--- src/rtl/fetch_ifid_stage.sv ---
// fetch_ifid_stage: PC generation, single-outstanding imem fetch handshake and IF/ID register.
module fetch_ifid_stage #(
    parameter logic [63:0] RESET_PC = 64'h0,
    parameter int          PC_STEP  = 4
) (
    input  logic        clk,
    input  logic        reset,
    output logic        imem_req,
    output logic [63:0] imem_addr,
    input  logic [31:0] imem_rdata,
    input  logic        imem_valid,
    input  logic        stall,
    input  logic        branch_taken,
    input  logic [63:0] branch_pc,
    input  logic [63:0] branch_imm,
    output logic [31:0] id_instruc,
    output logic [63:0] id_pc,
    output logic        id_valid
);
    localparam logic [31:0] NOP = 32'h00000013;

    typedef enum logic [1:0] {IDLE, WAIT, HOLD, DROP} state_t;

    state_t      state, state_nx;
    logic [63:0] pc, pc_nx, pend, pend_nx, skid_pc, target, pc_inc;
    logic [31:0] skid_instr;
    logic        accept, skid_ld, ld_mem, ld_skid;

    assign accept    = !id_valid || !stall;
    assign target    = branch_pc + (branch_imm << 1);
    assign pc_inc    = pc + 64'(PC_STEP);
    assign imem_req  = (state == WAIT) || (state == DROP);
    assign imem_addr = pc;
    assign ld_mem    = (state == WAIT) && imem_valid && !branch_taken && accept;
    assign ld_skid   = (state == HOLD) && !branch_taken && !stall;

    always_comb begin
        state_nx = state;
        pc_nx    = pc;
        pend_nx  = pend;
        skid_ld  = 1'b0;
        case (state)
            IDLE: state_nx = WAIT;
            WAIT: begin
                if (branch_taken) begin
                    if (imem_valid) begin
                        pc_nx = target;
                    end else begin
                        pend_nx  = target;
                        state_nx = DROP;
                    end
                end else if (imem_valid) begin
                    pc_nx = pc_inc;
                    if (!accept) begin
                        skid_ld  = 1'b1;
                        state_nx = HOLD;
                    end
                end
            end
            HOLD: begin
                if (branch_taken) begin
                    pc_nx    = target;
                    state_nx = WAIT;
                end else if (!stall) begin
                    state_nx = WAIT;
                end
            end
            DROP: begin
                // Response in flight belongs to the squashed fetch; retire it before redirecting.
                if (branch_taken) pend_nx = target;
                if (imem_valid) begin
                    pc_nx    = branch_taken ? target : pend;
                    state_nx = WAIT;
                end
            end
            default: state_nx = IDLE;
        endcase
    end

    always_ff @(posedge clk or posedge reset) begin
        if (reset) begin
            state      <= IDLE;
            pc         <= RESET_PC;
            pend       <= 64'h0;
            skid_pc    <= 64'h0;
            skid_instr <= NOP;
        end else begin
            state <= state_nx;
            pc    <= pc_nx;
            pend  <= pend_nx;
            if (skid_ld) begin
                skid_instr <= imem_rdata;
                skid_pc    <= pc;
            end
        end
    end

    // Flush wins over stall; an unconsumed slot drains when nothing new arrives.
    always_ff @(posedge clk or posedge reset) begin
        if (reset) begin
            id_valid   <= 1'b0;
            id_pc      <= 64'h0;
            id_instruc <= NOP;
        end else if (branch_taken) begin
            id_valid   <= 1'b0;
            id_instruc <= NOP;
        end else if (ld_mem) begin
            id_valid   <= 1'b1;
            id_instruc <= imem_rdata;
            id_pc      <= pc;
        end else if (ld_skid) begin
            id_valid   <= 1'b1;
            id_instruc <= skid_instr;
            id_pc      <= skid_pc;
        end else if (accept) begin
            id_valid   <= 1'b0;
        end
    end
endmodule

--- config.mk ---
export PLATFORM = sky130hd
export DESIGN_NAME = fetch_ifid_stage
export DESIGN_NICKNAME = d
export VERILOG_FILES = /design/src/rtl/fetch_ifid_stage.sv
export SDC_FILE = /design/constraint.sdc
export NUM_CORES = 1
export LEC_CHECK = 0
export ABC_CLOCK_PERIOD_IN_PS = 13000
export BUFFER_PORTS_ARGS = -buffer_cell sky130_fd_sc_hd__clkbuf_2
export CORE_ASPECT_RATIO = 1.4
export CORE_MARGIN = 2
export CORE_UTILIZATION = 45
export CTS_BUF_LIST = sky130_fd_sc_hd__clkbuf_8
export DETAILED_ROUTE_END_ITERATION = 8
export GPL_TIMING_DRIVEN = 1
export PLACE_DENSITY_LB_ADDON = 0.08
export REMOVE_ABC_BUFFERS = 1
export SLEW_MARGIN = 20
export SYNTH_ARGS = -nofsm -noshare
export SYNTH_HDL_FRONTEND = slang
export SYNTH_SLANG_ARGS = --single-unit
--- constraint.sdc ---
create_clock -name clk -period 13 [get_ports clk]
set_input_delay 1.95 -clock clk [delete_from_list [all_inputs] [get_ports clk]]
set_output_delay 1.95 -clock clk [all_outputs]
set_load 0.02 [all_outputs]
# --- Word-level counts from Yosys, hierarchy flattened ---
# Cells that the tools add are included.
classes:
  add_sub_neg: 2
  n_eq_ne: 12
  muxes: 31
  n_bitwise: 1
  n_reduce_logical: 20
ops:
  columns: ["operator", "count"]
  rows:
  - ["2-to-1 mux 64 bit", 10]
  - ["one-hot mux 64 bit (3 select lines)", 1]
  - ["one-hot mux 64 bit (2 select lines)", 1]
  - ["2-to-1 mux 32 bit", 3]
  - ["adder 64 x 3 -> 64 bit (second input constant)", 1]
  - ["adder 64 bit", 1]
  - ["2-to-1 mux 2 bit", 7]
  - ["inequality test 3 bit (second input constant)", 4]
  - ["inequality test 2 bit (second input constant)", 5]
  - ["2-to-1 mux 1 bit", 8]
  - ["one-hot mux 2 bit (4 select lines)", 1]
  - ["nonzero test 3 bit", 2]
  - ["logical AND 1 bit", 5]
  - ["AND reduction 5 bit", 1]
  - ["== test 2 bit (second input constant)", 2]
  - ["AND reduction 4 bit", 1]
  - ["nonzero test 2 bit", 2]
  - ["nonzero test 4 bit", 1]
  - ["logical NOT 1 bit", 3]
  - ["AND reduction 3 bit", 1]
  - ["== test 2 x 1 -> 1 bit (second input constant)", 1]
  - ["logical NOT 2 bit", 1]
  - ["logical OR 1 bit", 2]
  - ["AND reduction 2 bit", 1]
  - ["inverter 1 bit", 1]
totals:
  register_bits: 323

# --- Logic depth before layout (Yosys ltp) ---
logic_depth:
  word_depth: 6
  depth_mapped: 13
  ltp_nobuf: 13

# --- Worst setup path before layout ---
# OpenSTA, ideal clock, no wires.
synth_timing:
  kind: "input to register"
  startpoint: "in branch_pc[26]"
  endpoint: "reg pc[63] (netlist: imem_addr[63])"
  setup_ns: 0.128
  arrival_ns: 4.329
  setup_slack_ns: 8.542
  stages: 12
  path_cell_list: "ha_1 > buf_6 > a21o_1 > a31o_1 > or4_4 > a211oi_4 > nor2_2 > a2111oi_2 > o21ai_1 > a31oi_1 > xnor2_1 > a21oi_1"
synth_via:
  elab_chain_len: 4
  word_cells_on_any_way: 7
  classes_between: "add/sub (1); mux (6)"
synth_lines:
  columns: ["element", "line", "rtl"]
  rows:
  - ["start, declared", "14", "input logic [63:0] branch_pc,"]
  - ["adder 64 bit (*)", "30", "assign target = branch_pc + (branch_imm << 1);"]
  - ["2-to-1 mux 64 bit (on tied branches)", "72, 46", null]
  - ["2-to-1 mux 64 bit (on tied branches)", "71, 45", null]
  - ["one-hot mux 64 bit (3 select lines) (*)", "42", "case (state)"]
  - ["end signal, assigned", "89", "pc <= pc_nx;"]
  - ["end, declared", "25", "logic [63:0] pc, pc_nx, pend, pend_nx, skid_pc, target, pc_inc;"]
# Every way passes the cells marked *; elsewhere a longest branch is shown, timed or not. The select of a mux whose other input is x is not followed.
# A chain may end at the register's enable or synchronous reset.

# --- Worst setup path after layout ---
layout_timing:
  startpoint: "in branch_pc[4]"
  endpoint: "reg pend[56]"
layout_via:
  elab_chain_len: 4
  word_cells_on_any_way: 5
  classes_between: "add/sub (1); mux (4)"
layout_lines:
  columns: ["element", "line", "rtl"]
  rows:
  - ["adder 64 bit (*)", "30", null]
  - ["2-to-1 mux 64 bit", "46", "if (imem_valid) begin"]
  - ["2-to-1 mux 64 bit", "45", "if (branch_taken) begin"]
  - ["one-hot mux 64 bit (2 select lines) (*)", "42", null]
  - ["end signal, assigned", "90", "pend <= pend_nx;"]
  - ["end, declared", "25", null]
# Marked as above.

==> results.cfg <==
[worst_setup_path]
timing.rr.end = imem_addr[54]
cp.arrival_ns = 5.32
crit_top_cell = a21oi_1
timing.rr.start = imem_addr[12]
slowest_stage = o211ai_1
crit_path_end_kind = flip-flop
path_cells = clkbuf_2 > ha_1 > a21o_1 > a21oi_1 > a21oi_1 > o21ai_0 > a21oi_1 > o211ai_1 > nand2_1 > a21boi_0 > xor2_1 > o21ai_0
worst-path-max-fanout = 5
cpPeakStageDelay_ns = 0.55
critPathKind = input port to flip-flop
r2r.worst_path.cells = 9
cp_data_required_time_ns = 13.46
timing.reg2reg.setup_slack_ns = 9.19
start_kind = input port

[placed_design]
dp.cells = 2721
port-buffer-count = 325
gp_congestion = 0.922
dpl-instance-area_mm2 = 0.0207
hpwl_um = 40000
dp_slack_ns = 7.55

[yosys]
ys_types = 85
synthArstFlopShare = 1.00
yosysWarnings = 0
avgSynthCellArea_um2 = 9.46
syn_area_mm2 = 0.0187
synth.ff_latch_count = 323
synth_cells = 1975
ys.flop_type = dfrtp_1
synth_edf_count = 0
seq_area_frac_synth = 0.433

[detailed_routing]
drtIter0Drc = 1007
drc_errors = 0
dr.pass1.iters = 7
vias = 16341
vias_per_cell = 5.81
routedWlPerCell_um = 20.4
wl_um = 57300
ant_nets = 0

[timing]
holdWs_ns = 0.472
hold_viol_final = 0
fin_crit_sh = 0.374
fin_setup_tns_ns = 0
setup_viol = 0
fin_worst_skew_ns = 0.0273
setup_ws_ns = 8.14
fmax_ghz = 0.206
slew_headroom = 0.205
final_max_slew_viol_count = 0
min_period_ns = 4.86
worst_slew_pin_slew_ns = 1.18
rsz0062_at_grt = no

[finish]
regArea_mm2 = 0.00809
fin_util = 0.530
drive_above_1_share = 0.265
final_area_mm2 = 0.0218
fillers = 3893
nets = 2466
syn_to_final_growth_pct = 16.4
multi_input_area_mm2 = 0.0100
final_cells = 2813

[clock_network]
clk_latency_ns = 0.63
holdBufCountCts = 0
root_buffer = clkbuf_8
cts_tree = built
path_clk_slew_ns = 0.06
cts_buffers = 54
cts-resized-gates = 0
post_cts_buffers = 0
h-tree-depth = 2
clkSinkCount = 323
clk_path_buf_depth = 3

[die]
rows = 88
start_util = 0.455
ioPinCount = 327
die_area_mm2 = 0.0432
die_h_um = 245
core_area_mm2 = 0.0411
die_w_um = 176

[pwr]
p_per_area_mw_per_mm2 = 155
sw_frac_of_total = 0.359
leakagePower_nw = 9.98
p_int_mw = 2.16
seq_power_share = 0.445
clkPwrFrac = 0.277
peakVddDrop_mv = 0.110
totalPowerFinal_mw = 3.37
power_switching_mw = 1.21
p_comb_frac = 0.278

[run_status]
status = finished clean

[min_path]
hp-start = skid_instr[28]
worstHoldPathType = flip-flop to flip-flop
hold_path_end = id_instruc[28]
hold_depth = 2

[grt]
antenna_found_initial = 1
track_usage = 0.261
grt_first_pass_wirelength_um = 89600
grt_max_degree = 118
grt-ovfl-total = 0
grt_pass1_vias = 16116

[job]
maxCapViolCount = 0
==> cell usage in the layout, fill, tap and decap left out, drive strengths merged, types with 46 or more instances in the layout <==
cell    netlist  final
clkbuf      115    389
dfrtp       317    317
nand2       256    256
o21ai       227    227
mux2        130    130
a21oi       125    125
nor2         99     99
mux2i        70     70
ha           63     63
xnor2        49     49
nand3        46     46
a21o         46     46
==> logic make-up after synthesis <==
| family | count (synthesis) | synth area share |
|---|---|---|
| buf+inv | 163 | 0.0344 |
| fa+ha+maj | 64 | 0.0433 |
| mux | 200 | 0.116 |
| xor+xnor | 77 | 0.0361 |
| flops | 323 | 0.433 |
| simple gates | 541 | 0.132 |
| compound gates | 607 | 0.205 |
==> worst max-delay path: cells and delay by family <==
kind	cells	cell delay (ns)
AO/OA/AOI/OAI	8	2.47
adder cells (fa/ha/maj)	1	0.36
XOR/XNOR	1	0.25
AND/OR/NAND/NOR	1	0.20
buffers and inverters	1	0.08
==> worst max-delay path by stage <==
stage,startpoint,to,slack [ns]
floorplan,reset,id_instruc[10],2.12
global placement,branch_pc[4],imem_addr[60],7.59
detailed placement,branch_pc[4],imem_addr[60],7.55
CTS,branch_pc[4],pend[56],8.24
global route,branch_pc[4],imem_addr[56],7.90
finish,branch_pc[4],pend[56],8.14
==> power by group through the flow <==
stage	combinational (mW)	clock (mW)	sequential, mW
after CTS	0.944	0.962	1.50
after floorplan	0.511	0	1.58
after detailed placement	0.940	0	1.51
after global placement	0.923	0	1.50
after global routing	1.03	1.00	1.53
final	0.937	0.935	1.50
==> synth_stat cells (all sizes together) (24+ instances only) <==
master  instances  area, µm²
a31oi          26        163
ha             63        788
a21oi         125        644
mux2          130       1460
xor2           28        245
buf            24        118
dfrtp         317       7930
nand2         256        961
clkbuf        115        434
a21o           46        348
nor3           33        170
nand3          46        230
xnor2          49        429
inv            24       90.1
nand4          24        150
nor2           99        377
a22oi          39        293
o21ai         227       1140
mux2i          70        701
==> registers in the layout (all words and copies together), names as in the netlist <==
name	flops
skid_pc	64
skid_instr	32
id_pc	64
imem_addr	64
id_valid	1
id_instruc	32
pend	64
state	2
==> final cells by class <==
class | instances | area share
Clock inverter | 27 | 0.00978
Multi-Input combinational cell | 1489 | 0.461
Inverter | 24 | 0.00449
Antenna cell | 1 | 0.000115
Timing Repair Buffer | 345 | 0.0817
Tap cell | 540 | 0.0311
Clock buffer | 64 | 0.0405
Sequential cell | 323 | 0.372
==> metal layers <==
metal / vias to the layer above / routed length [µm] / share of wire / GRT usage
li1: 7730 / - / - / -
met1: 7984 / 23800 / 0.41 / 0.326
met2: 507 / 28200 / 0.49 / 0.448
met3: 120 / 3210 / 0.056 / 0.0428
met4: 0 / 2100 / 0.037 / 0.104
met5: - / 0 / 0 / 0
Power figures use the tool's default switching activity.
